[config.mk]
export PLATFORM = sky130hd
export DESIGN_NAME = sort8_ctrl
export DESIGN_NICKNAME = d
export VERILOG_FILES = /design/src/rtl/sort8_pkg.sv /design/src/rtl/ge8_cmp.sv /design/src/rtl/sort8_ctrl.sv
export SDC_FILE = /design/constraint.sdc
export NUM_CORES = 1
export LEC_CHECK = 0
export BUFFER_PORTS_ARGS = -buffer_cell sky130_fd_sc_hd__buf_2
export CORE_MARGIN = 5
export CORE_UTILIZATION = 23
export DETAILED_ROUTE_END_ITERATION = 10
export SETUP_SLACK_MARGIN = 0.15
export SKIP_CTS_REPAIR_TIMING = 1
export SYNTH_ARGS = -nofsm -noshare
export SYNTH_HDL_FRONTEND = slang
export SYNTH_HIERARCHICAL = 1
export SYNTH_SLANG_ARGS = --single-unit
[constraint.sdc]
create_clock -name clk -period 3.7 [get_ports clk]
set_clock_uncertainty 0.1 [all_clocks]
set_input_delay 0.555 -clock clk [delete_from_list [all_inputs] [get_ports clk]]
set_output_delay 0.555 -clock clk [all_outputs]
set_load 0.02 [all_outputs]
[src/rtl/sort8_pkg.sv]
// rtl/sort8_pkg.sv - shared types and helpers for the sort8_ctrl batch sorter
// Contents:
//   WORD_W  - width of a sorted word
//   state_e - controller phase (load batch, bubble-sort, drain sorted words)
//   idx_w() - index width for a buffer of a given depth (ceil(log2), minimum 1)
package sort8_pkg;

  localparam int WORD_W = 8;

  typedef enum logic [1:0] {
    ST_LOAD  = 2'd0,
    ST_SORT  = 2'd1,
    ST_DRAIN = 2'd2
  } state_e;

  // Elaboration-time helper; depth is limited to 2..16 so five steps suffice.
  function automatic int idx_w(input int depth);
    int w;
    w = 1;
    for (int n = 0; n < 5; n++) begin
      if ((1 << w) < depth) w = w + 1;
    end
    return w;
  endfunction

endpackage

[src/rtl/ge8_cmp.sv]
// rtl/ge8_cmp.sv - combinational unsigned 8-bit a >= b built from 2-bit slices
// Ports:
//   a_i  in  8  left operand
//   b_i  in  8  right operand
//   ge_o out 1  a_i >= b_i (unsigned)
module ge8_cmp
  import sort8_pkg::*;
(
  input  logic [WORD_W-1:0] a_i,
  input  logic [WORD_W-1:0] b_i,
  output logic              ge_o
);

  logic [3:0] gt;
  logic [3:0] eq;
  logic       acc;

  for (genvar k = 0; k < 4; k++) begin : g_slice
    assign gt[k] = (a_i[2*k+1] & ~b_i[2*k+1]) |
                   (~(a_i[2*k+1] ^ b_i[2*k+1]) & a_i[2*k] & ~b_i[2*k]);
    assign eq[k] = ~(a_i[2*k+1] ^ b_i[2*k+1]) & ~(a_i[2*k] ^ b_i[2*k]);
  end

  // Ripple from LSB slice upward: a fully equal word counts as ">=", and each
  // higher slice overrides the verdict unless it is equal.
  always_comb begin
    acc = 1'b1;
    for (int k = 0; k < 4; k++) begin
      acc = gt[k] | (eq[k] & acc);
    end
    ge_o = acc;
  end

endmodule

[src/rtl/sort8_ctrl.sv]
// rtl/sort8_ctrl.sv - buffers DEPTH words, bubble-sorts them with one comparator, streams them out
// Ports:
//   clk       in  1  rising-edge clock
//   rst_n     in  1  asynchronous active-low reset
//   abort     in  1  synchronous batch cancel, back to LOAD
//   in_valid  in  1  producer word valid
//   in_ready  out 1  word accepted this cycle (LOAD only)
//   in_data   in  8  unsigned input word
//   out_valid out 1  sorted word available (DRAIN)
//   out_ready in  1  consumer accepts word
//   out_data  out 8  sorted word, ascending
//   busy      out 1  high while sorting
//   last      out 1  final output beat of the batch
module sort8_ctrl
  import sort8_pkg::*;
#(
  parameter int DEPTH = 8
) (
  input  logic              clk,
  input  logic              rst_n,
  input  logic              abort,
  input  logic              in_valid,
  output logic              in_ready,
  input  logic [WORD_W-1:0] in_data,
  output logic              out_valid,
  input  logic              out_ready,
  output logic [WORD_W-1:0] out_data,
  output logic              busy,
  output logic              last
);

  localparam int            IW       = idx_w(DEPTH);
  localparam logic [IW-1:0] LAST_IDX = IW'(DEPTH - 1);
  localparam logic [IW-1:0] END_IDX  = IW'(DEPTH - 2);

  state_e            state_q;
  logic [WORD_W-1:0] mem_q [DEPTH];
  logic [IW-1:0]     wr_idx_q;
  logic [IW-1:0]     rd_idx_q;
  logic [IW-1:0]     i_q;
  logic [IW-1:0]     pass_q;
  logic              swap_q;
  // Holds in_ready low through reset and for the first edge after release.
  logic              arm_q;

  logic [IW-1:0]     i_nx;
  logic [WORD_W-1:0] lo_w;
  logic [WORD_W-1:0] hi_w;
  logic              in_order;
  logic              swap_now;

  assign i_nx     = i_q + 1'b1;
  assign lo_w     = mem_q[i_q];
  assign hi_w     = mem_q[i_nx];
  assign swap_now = ~in_order;

  // Single shared comparator: mem[i+1] >= mem[i] keeps equal words in place.
  ge8_cmp u_cmp (
    .a_i  (hi_w),
    .b_i  (lo_w),
    .ge_o (in_order)
  );

  assign in_ready  = arm_q && (state_q == ST_LOAD);
  assign busy      = (state_q == ST_SORT);
  assign out_valid = (state_q == ST_DRAIN);
  assign out_data  = out_valid ? mem_q[rd_idx_q] : '0;
  assign last      = out_valid && (rd_idx_q == LAST_IDX);

  always_ff @(posedge clk or negedge rst_n) begin
    if (!rst_n) begin
      state_q  <= ST_LOAD;
      arm_q    <= 1'b0;
      wr_idx_q <= '0;
      rd_idx_q <= '0;
      i_q      <= '0;
      pass_q   <= '0;
      swap_q   <= 1'b0;
      for (int k = 0; k < DEPTH; k++) mem_q[k] <= '0;
    end else begin
      arm_q <= 1'b1;
      if (abort) begin
        state_q  <= ST_LOAD;
        wr_idx_q <= '0;
        rd_idx_q <= '0;
        i_q      <= '0;
        pass_q   <= '0;
        swap_q   <= 1'b0;
      end else begin
        case (state_q)
          ST_LOAD: begin
            if (in_valid && in_ready) begin
              mem_q[wr_idx_q] <= in_data;
              if (wr_idx_q == LAST_IDX) begin
                wr_idx_q <= '0;
                state_q  <= ST_SORT;
              end else begin
                wr_idx_q <= wr_idx_q + 1'b1;
              end
            end
          end
          ST_SORT: begin
            if (swap_now) begin
              mem_q[i_q]  <= hi_w;
              mem_q[i_nx] <= lo_w;
            end
            if (i_q == END_IDX) begin
              // Pass boundary: the final compare's swap counts toward this pass.
              i_q    <= '0;
              swap_q <= 1'b0;
              if (!(swap_q || swap_now) || pass_q == END_IDX) begin
                pass_q  <= '0;
                state_q <= ST_DRAIN;
              end else begin
                pass_q <= pass_q + 1'b1;
              end
            end else begin
              i_q    <= i_nx;
              swap_q <= swap_q | swap_now;
            end
          end
          ST_DRAIN: begin
            if (out_ready) begin
              if (rd_idx_q == LAST_IDX) begin
                rd_idx_q <= '0;
                state_q  <= ST_LOAD;
              end else begin
                rd_idx_q <= rd_idx_q + 1'b1;
              end
            end
          end
          default: state_q <= ST_LOAD;
        endcase
      end
    end
  end

endmodule

==> impl.org, run 1 <==
** Yosys
- Counting flops with a built-in enable in the synthesized netlist gives 0.
- The synthesized netlist devotes 12.2% of its cell area to simple gates.
- The share of synthesized area in the top cell type comes to approximately 28%.
- Syn Std Cell Area :: approximately 7100 sq um
- Xor/xnor share of the synthesized area :: 0.245%
- When the netlist entered floorplanning its net count stood at 783.
- Top post-synthesis cells by area :: dfrtp_1 28%, mux4_2 11%, a32oi_1 8.0%, a221oi_1 7.6%, o211ai_1 6.1%
- Summing the sequential cell areas from Yosys gives between 20% and 30% of the chip area.
- Primary FF master, synth :: dfrtp_1
- Combinational family with the most area after synthesis :: compound AO/OA/AOI/OAI gates
- Adder and majority gate portion of the synthesized area :: under 10%
- After synthesis, the netlist uses 68 different library cells.
- Each instance of the synthesized netlist takes up on average 9.42 sq um.
- Area leader, netlist :: dfrtp_1
- Gate Count Post-Synth :: 758
- In this run, synthesis produced a sequential element count of 80.
- Share of flip-flops with an asynchronous set or reset after synthesis :: 100%
- Summing the areas of all compound-gate instances in the mapped netlist gives 30.8% of the synthesized area.
- Multiplexer area fraction after synthesis :: 18.1%
- During synthesis, Yosys emitted a total of 6 warnings.

** Clocking
- The longest clock path from root to sink contains 2 buffers.
- CTS saw 80 sinks.
- TritonCTS built the clock tree.
- Number of levels the H-tree was split into :: 3
- Clock-pin slew was measured on the worst setup and hold paths at 0.07 ns.
- Clk Latency, worst-skew pair :: 0.36 ns
- The tree is rooted in a clkbuf_16.
- Buffers inserted during clock tree synthesis total 9.

** Worst setup path
- The cell that appears most often on the critical path is ha_4.
- Worst endpoint required time :: 3.82 ns
- Cells along the critical path :: ha_4 > xor2_4 > buf_12 > mux4_2 > mux2_4 > ha_4 > a21oi_4 > o211ai_1 > o22a_1 > nand2b_4 > a211o_4 > buf_6 > buf_8 > a221oi_2 > a32oi_1
- Data on the critical path arrives at its endpoint at ~3.9 ns.
- Counting both buffers and inverters, the worst setup path holds a total of 3.
- The critical path is of the flop to flop type.
- Cell family contributing the most delay on the critical path :: compound AO/OA/AOI/OAI gates
- For this run, the slowest stage of the critical path takes 0.44 ns.
- Among all stages on the critical path, the largest delay is contributed by dfrtp_2.
- Critical path endpoint category :: flop
- The worst setup path is launched from a flop.
- Maximum fanout encountered on the critical timing path :: 7

** Timing
- Final number of hold-violating endpoints :: 0
- The worst path in the final design needs a cycle of 3.73 ns, including I/O delays and setup.
- Maximum clock frequency :: 0.268 GHz
- The worst path uses 101% of the clock period.
- Total Negative Setup Slacks :: -0.220 ns
- Setup violations remaining at the end of the flow were counted as 20.
- After layout, the worst setup slack is -0.0279 ns.
- At the pin with the least slew margin, the transition time is ~0.96 ns.
- Rel. slew slack :: 36.0%
- The count of pins over their slew limit was 0.
- RSZ-0062 raised after global routing :: true

** GRT
- First-pass GRT wire length :: ~50 mm
- The initial antenna violation count was 0.
- Global route overflow :: 0
- Pin count of the biggest net entering global routing :: 67
- Overall global routing resource usage :: 19.6%
- Vias in the first global route :: 7831

** Final layout
- Area of combinational cells with multiple inputs :: 5270 sq um
- Total of fill cells in the finished design :: 3183
- The repair_antennas step left the layout with diodes totalling 0.
- FF+latch area :: 2000 sq um
- Synthesis-to-finish area growth :: 32.3%
- Fin util :: roughly 31%
- Summing all non-filler instances in the final layout gives an area of 9450 sq um.
- After the last flow step, the layout net total stands at 880.
- Fraction of final layout cells sized beyond drive strength 1 :: between 30% and 40%

** Place
- Worst slack at placement :: -0.189 ns
- Cell area reported after detailed placement :: about 8400 sq um
- Count of input and output buffers :: 24
- Global placer's final weighted congestion :: 1.03
- The HPWL after detailed placement is 23.4 mm.

** Die
- Effective utilization at floorplan :: between 20% and 30%
- The floorplan step set the die width to 186 um.
- Std-Cell Rows :: 64
- Count of boundary I/O pins :: 25
- The core region is 30600 sq um.
- Vertical extent of the die :: 186 um
- The floorplan step defined a die boundary enclosing 34700 sq um.

** Run status
- Run status :: finished, violations left
- The final reports fail on negative setup slack.

** Drt
- Vias per inst :: 6.40
- The detail route stage leaves a number of antenna-violating nets equal to 0.
- Detail-routed net length per standard cell :: 27.7 um
- The detailed router placed 8039 vias in this run.
- After the first detailed-routing iteration, the DRC count stood at 1330.
- Detailed-route DRC error count :: 0
- Number of detailed-route iterations in the first pass :: 6
- Aggregate routed wire length :: about 35 mm

** Job
- Maximum capacitance violations :: 0

** Pwr
- Summing internal, switching and leakage power gives 2.77 mW.
- Ratio of total power to cell area :: 293 nW/um^2
- IR analysis of the VDD net gives a maximum drop of 181 uV.
- Leakage power figure :: 3.67 nW

** Min path
- The tightest min-delay check is of the input port to asynchronous set/reset pin type.
==> metal layers <==
layer  wire, um  global-route usage (%)  share of wire [%]  vias up
met5          0                       0                  0        -
met4       2150                    11.5                6.2        0
met3       4390                    6.42                 13      174
met2      14900                    28.8                 43      664
met1      13300                    25.2                 38     3957
li1           -                       -                  -     3244
==> registers in the layout, indices dropped and copies added, names as in the netlist <==
name	flops
wr_idx_q	3
rd_idx_q	3
pass_q	3
state_q	2
swap_q	1
arm_q	1
mem_q	64
i_q	3
==> cells in the mapped netlist (6+ instances only) <==
cell	n
nor2b_1	6
buf_4	10
dfrtp_1	80
mux2i_1	32
o21ai_0	55
nand3_1	15
or3_1	9
buf_6	6
clkbuf_1	14
nand2_1	33
a21oi_1	17
a31o_2	6
nor2_1	31
mux4_2	35
buf_2	12
o211ai_1	58
ha_1	12
buf_1	11
a32oi_1	65
and2_1	6
inv_1	76
mux2_2	13
o22ai_1	11
a221oi_1	62
nand2b_1	10
==> cell families after synthesis <==
family	Yosys count
AOI/OAI and AO/OA	293
other	1
DFF	80
and+or+nand+nor	152
adders and majority gates	12
buffers and inverters	135
muxes	83
xor gates and xnor gates	2
==> per-stage QoR <==
stage	hold WS, ns	cells
after floorplan	0.159	758
after global placement	0.438	1232
after detailed placement	0.443	1232
after CTS	0.277	1248
after global routing	0.308	1256
final	0.238	1256
==> power breakdown <==
part / total [mW] / switching, mW / internal, mW
logic: 0.835 / 0.464 / 0.372
registers: 1.01 / 0.0777 / 0.933
clock network: 0.920 / 0.400 / 0.520
total: 2.77 / 0.941 / 1.82
==> layout by cell type (no fill, tap or decap), drive strengths merged, types with 4 or more instances in the layout <==
master / instances
mux2i: 32
or2: 7
mux2: 16
ha: 12
a221oi: 62
dfrtp: 80
a31o: 7
inv: 80
or3: 9
nor2b: 6
nor3b: 4
o21ai: 58
o211ai: 59
buf: 141
mux4: 35
nand3: 17
and2: 7
o22ai: 12
clkbuf: 10
nor3: 7
nor2: 34
a32oi: 65
a21oi: 18
nand2: 33
nand2b: 10
==> final timing paths <==
kind                                        from                 endpoint  slack [ns]  cells after the start
setup / recovery              i_q[0]$_DFFE_PN0P_    mem_q[41]$_DFFE_PN0P_       -0.03                     15
hold / removal                             rst_n    pass_q[2]$_DFFE_PN0P_        0.24                      1
setup reg to reg              i_q[0]$_DFFE_PN0P_    mem_q[41]$_DFFE_PN0P_       -0.03                     15
hold reg to reg            mem_q[23]$_DFFE_PN0P_    mem_q[23]$_DFFE_PN0P_        0.46                      2
max in group asynchronous                  rst_n    mem_q[47]$_DFFE_PN0P_        2.48                      2
min in group clk                       out_ready  rd_idx_q[1]$_DFFE_PN0P_        0.40                      3
==> final cells by class <==
cell class / instances / share of cell area, %
clock inverter: 6 / 0.636
timing repair buffer: 141 / 11.4
inverter: 80 / 3.28
clock buffer: 10 / 2.42
sequential: 80 / 21.2
multi-input combinational: 543 / 55.8
tap: 396 / 5.24
(Power assumes the default switching activity.)
==> inputs of run 2 (changes only) <==
--- a/config.mk
+++ b/config.mk
@@ -9,6 +9,7 @@
 export CORE_MARGIN = 5
 export CORE_UTILIZATION = 23
 export DETAILED_ROUTE_END_ITERATION = 10
+export PLACE_DENSITY_LB_ADDON = 0.05
 export SETUP_SLACK_MARGIN = 0.15
 export SKIP_CTS_REPAIR_TIMING = 1
 export SYNTH_ARGS = -nofsm -noshare
==> run 2 against run 1 <==
The run still ends with negative setup slack left. First-iteration DRC count is 52% lower. Worst setup slack worse by 0.11 ns. Combinational power is 13% higher. Global-route usage rose by 4.0 points. Largest cell class unchanged. Clock-buffer cell count is 3 higher. Non-clock buffer count is 39 higher. Critical path depth is 1 higher. Sequential share of layout area decreased by 0.83 points. Critical path type unchanged.
==> impl.org, run 2 (synthesized netlist as in run 1, its figures left out) <==
** Clocking
- For the worst-skew pair, the clock arrives at the later sink with an insertion delay of 0.37 ns.
- CTS placed an instance of clkbuf_16 at the clock tree root.
- Number of levels the H-tree was split into :: 3
- TritonCTS built the clock tree.
- Counting along the longest clock path gives a buffer depth of 2.
- In this run, CTS created clock tree buffers numbering 9.
- Clock transition at path regs :: 0.06 ns
- Counting every sink on the clock net gives 80.

** Worst setup path
- The worst setup path is launched from a flop.
- Worst R2R Path Depth :: 16
- The most critical setup path has its startpoint at i_q[1]$_DFFE_PN0P_.
- By startpoint and endpoint, the worst setup path is classified as flop to flop.
- Data on the critical path is required at its endpoint by 3.83 ns.
- Critical path endpoint category :: flop
- Of all nets on the critical path, the largest fanout is 6.
- Critical Path Sink :: mem_q[61]$_DFFE_PN0P_
- Data on the critical path arrives at its endpoint at 3.98 ns.
- Setup slack, reg-to-reg :: -0.14 ns
- Capture instance of the worst register-to-register path :: mem_q[61]$_DFFE_PN0P_
- The worst register-to-register path begins at i_q[1]$_DFFE_PN0P_.

** Timing
- Final count of pins violating max slew :: 0
- Final number of hold-violating endpoints :: 0
- In the finished design, the share of the clock period the worst path needs comes to 104%.
- In this run the tightest slew margin relative to its limit is 44.6%.
- Final critical-path setup slack :: -0.142 ns
- Hold slack :: 0.0483 ns
- Total of endpoints with negative setup slack in the final report :: 57
- Maximum clock frequency :: 0.260 GHz
- Setup repair after global routing could not meet its margin everywhere.
- Subtracting the final worst setup slack from the clock period gives about 3.8 ns.
- Worst-margin pin slew :: 0.820 ns

** Drt
- After detailed routing, the number of vias per cell comes to 6.08.
- Total via count in the routed design :: 7880
- In the routed design, unresolved DRC markers number 0.
- Initial detailed-routing violation count :: about 630
- Wires add up to 41.7 mm.
- Detail-routed net length per standard cell :: 32.2 um
- Once detail routing completed, the nets flagged for antenna violations numbered 0.
- The first detailed-routing pass took 5 iterations.

** Final layout
- Synthesis-to-finish area growth :: 37.7%
- Largest Register :: mem_q
- Number of inserted diodes :: 0
- Fin util :: between 30% and 40%
- Max reg flops :: 64
- Most frequent cells in the layout :: 129 x buf_4, 78 x dfrtp_1, 75 x inv_1
- In the final design database the tool counted 920 nets.
- Leaving out fill and tap cells, the most frequent cell in the layout is buf_4.
- Fraction of final layout cells sized beyond drive strength 1 :: 39.7%

** Place
- Count of input and output buffers :: 24
- Worst slack at placement :: -0.309 ns
- The wire-length estimate of the detail-placed layout is 29.9 mm.
- Global placer's final weighted congestion :: 0.917

** GRT
- Global routing usage on met1 :: 31.8%
- Global routing finished with a remaining overflow of 0.
- GR peak layer :: met2
- Initial antenna violation count :: 0
- The first global-routing pass estimated 58.0 mm of wire.
- Pin count of the biggest net entering global routing :: 34
- Global routing used 23.7% of the available tracks.
- Vias in the first global route :: 7779
- Met3 GRT Util :: 5.23%
- For this run, global-route usage on met2 was measured as a little under two fifths.

** Pwr
- IR analysis of the VDD net gives a maximum drop of 243 uV.
- Dividing total power by cell area gives a power density of 302 nW/um^2.
- Power comes to 2.97 mW.
- Leakage power figure :: roughly 3.9 nW

** Die
- The floorplan has 64 rows.
- Count of boundary I/O pins :: 25
- The die is 186 um tall.
- The initial utilization of the core area, before any placement, comes to 23.3%.
- Width of the die :: 186 um
- Total core area :: 30600 sq um
- The die covers 34700 sq um.

** Min path
- The tightest min-delay check is of the input port to asynchronous set/reset pin type.

** Job
- Max-cap violations in this run came to 0.

** Run status
- The checks that failed: negative setup slack.
- The flow ran to the end, but the final reports show violations.
## run 2: changes by cell type in the layout (fill, tap and decap cells not counted), moves of 3 or more
| cell | delta |
|---|---|
| buf_4 | +24 |
| a32oi_2 | -13 |
| buf_12 | +7 |
| a221oi_2 | +4 |
| buf_6 | +6 |
| a32oi_1 | +13 |
| a221oi_1 | -3 |
## run 2: per-stage QoR
step,area (sq um),TNS (ns),cells
3_5_place_dp,8700,-12.70,1267
4_1_cts,9010,-14.60,1283
2_1_floorplan,7310,0,758
6_report,9830,-4.76,1296
3_3_place_gp,8700,-10.45,1267
5_1_grt,9830,-10.64,1296
## run 2: metal layers
metal	routed length, um	vias to the layer above
li1	-	3333
met1	18400	4078
met2	19000	380
met3	2610	89
met4	1700	0
met5	0	-
## run 2: worst min-delay path by stage
stage	from	end	slack [ns]	cells after the start
floorplan	rst_n	arm_q$_DFF_PN0_	0.16	0
global placement	pass_q[1]$_DFFE_PN0P_	pass_q[1]$_DFFE_PN0P_	0.44	2
detailed placement	mem_q[0]$_DFFE_PN0P_	mem_q[0]$_DFFE_PN0P_	0.44	2
CTS	rst_n	i_q[2]$_DFFE_PN0P_	0.06	1
global route	rst_n	i_q[2]$_DFFE_PN0P_	0.07	1
finish	rst_n	i_q[2]$_DFFE_PN0P_	0.05	1
## run 2: power breakdown
part	leakage [nW]	internal [mW]	switching [mW]	total (mW)
Combinational	2.97	0.420	0.520	0.941
Clock	0.154	0.610	0.413	1.02
Sequential	0.811	0.933	0.0706	1.00
## run 2: cell type report
type / count / area, sq um
Sequential cell: 80 / 2000
Clock inverter: 3 / 65.1
Tap cell: 396 / 495
Timing Repair Buffer: 180 / 1510
Multi-Input combinational cell: 544 / 5190
Clock buffer: 13 / 250
Fill cell: 3218 / 20800
Inverter: 80 / 315
## run 2: critical path, cell delays in order (launching register included)
cell and delay [ns]:
dfrtp_2 0.43, ha_4 0.19, xor2_4 0.15, buf_12 0.15, buf_12 0.12, buf_8 0.12, mux4_2 0.30, mux2_4 0.32
a21oi_4 0.21, o211ai_1 0.12, o22a_1 0.23, nand2b_4 0.16, a211o_4 0.45, buf_12 0.18, buf_12 0.13, a221oi_2 0.17
a32oi_1 0.14
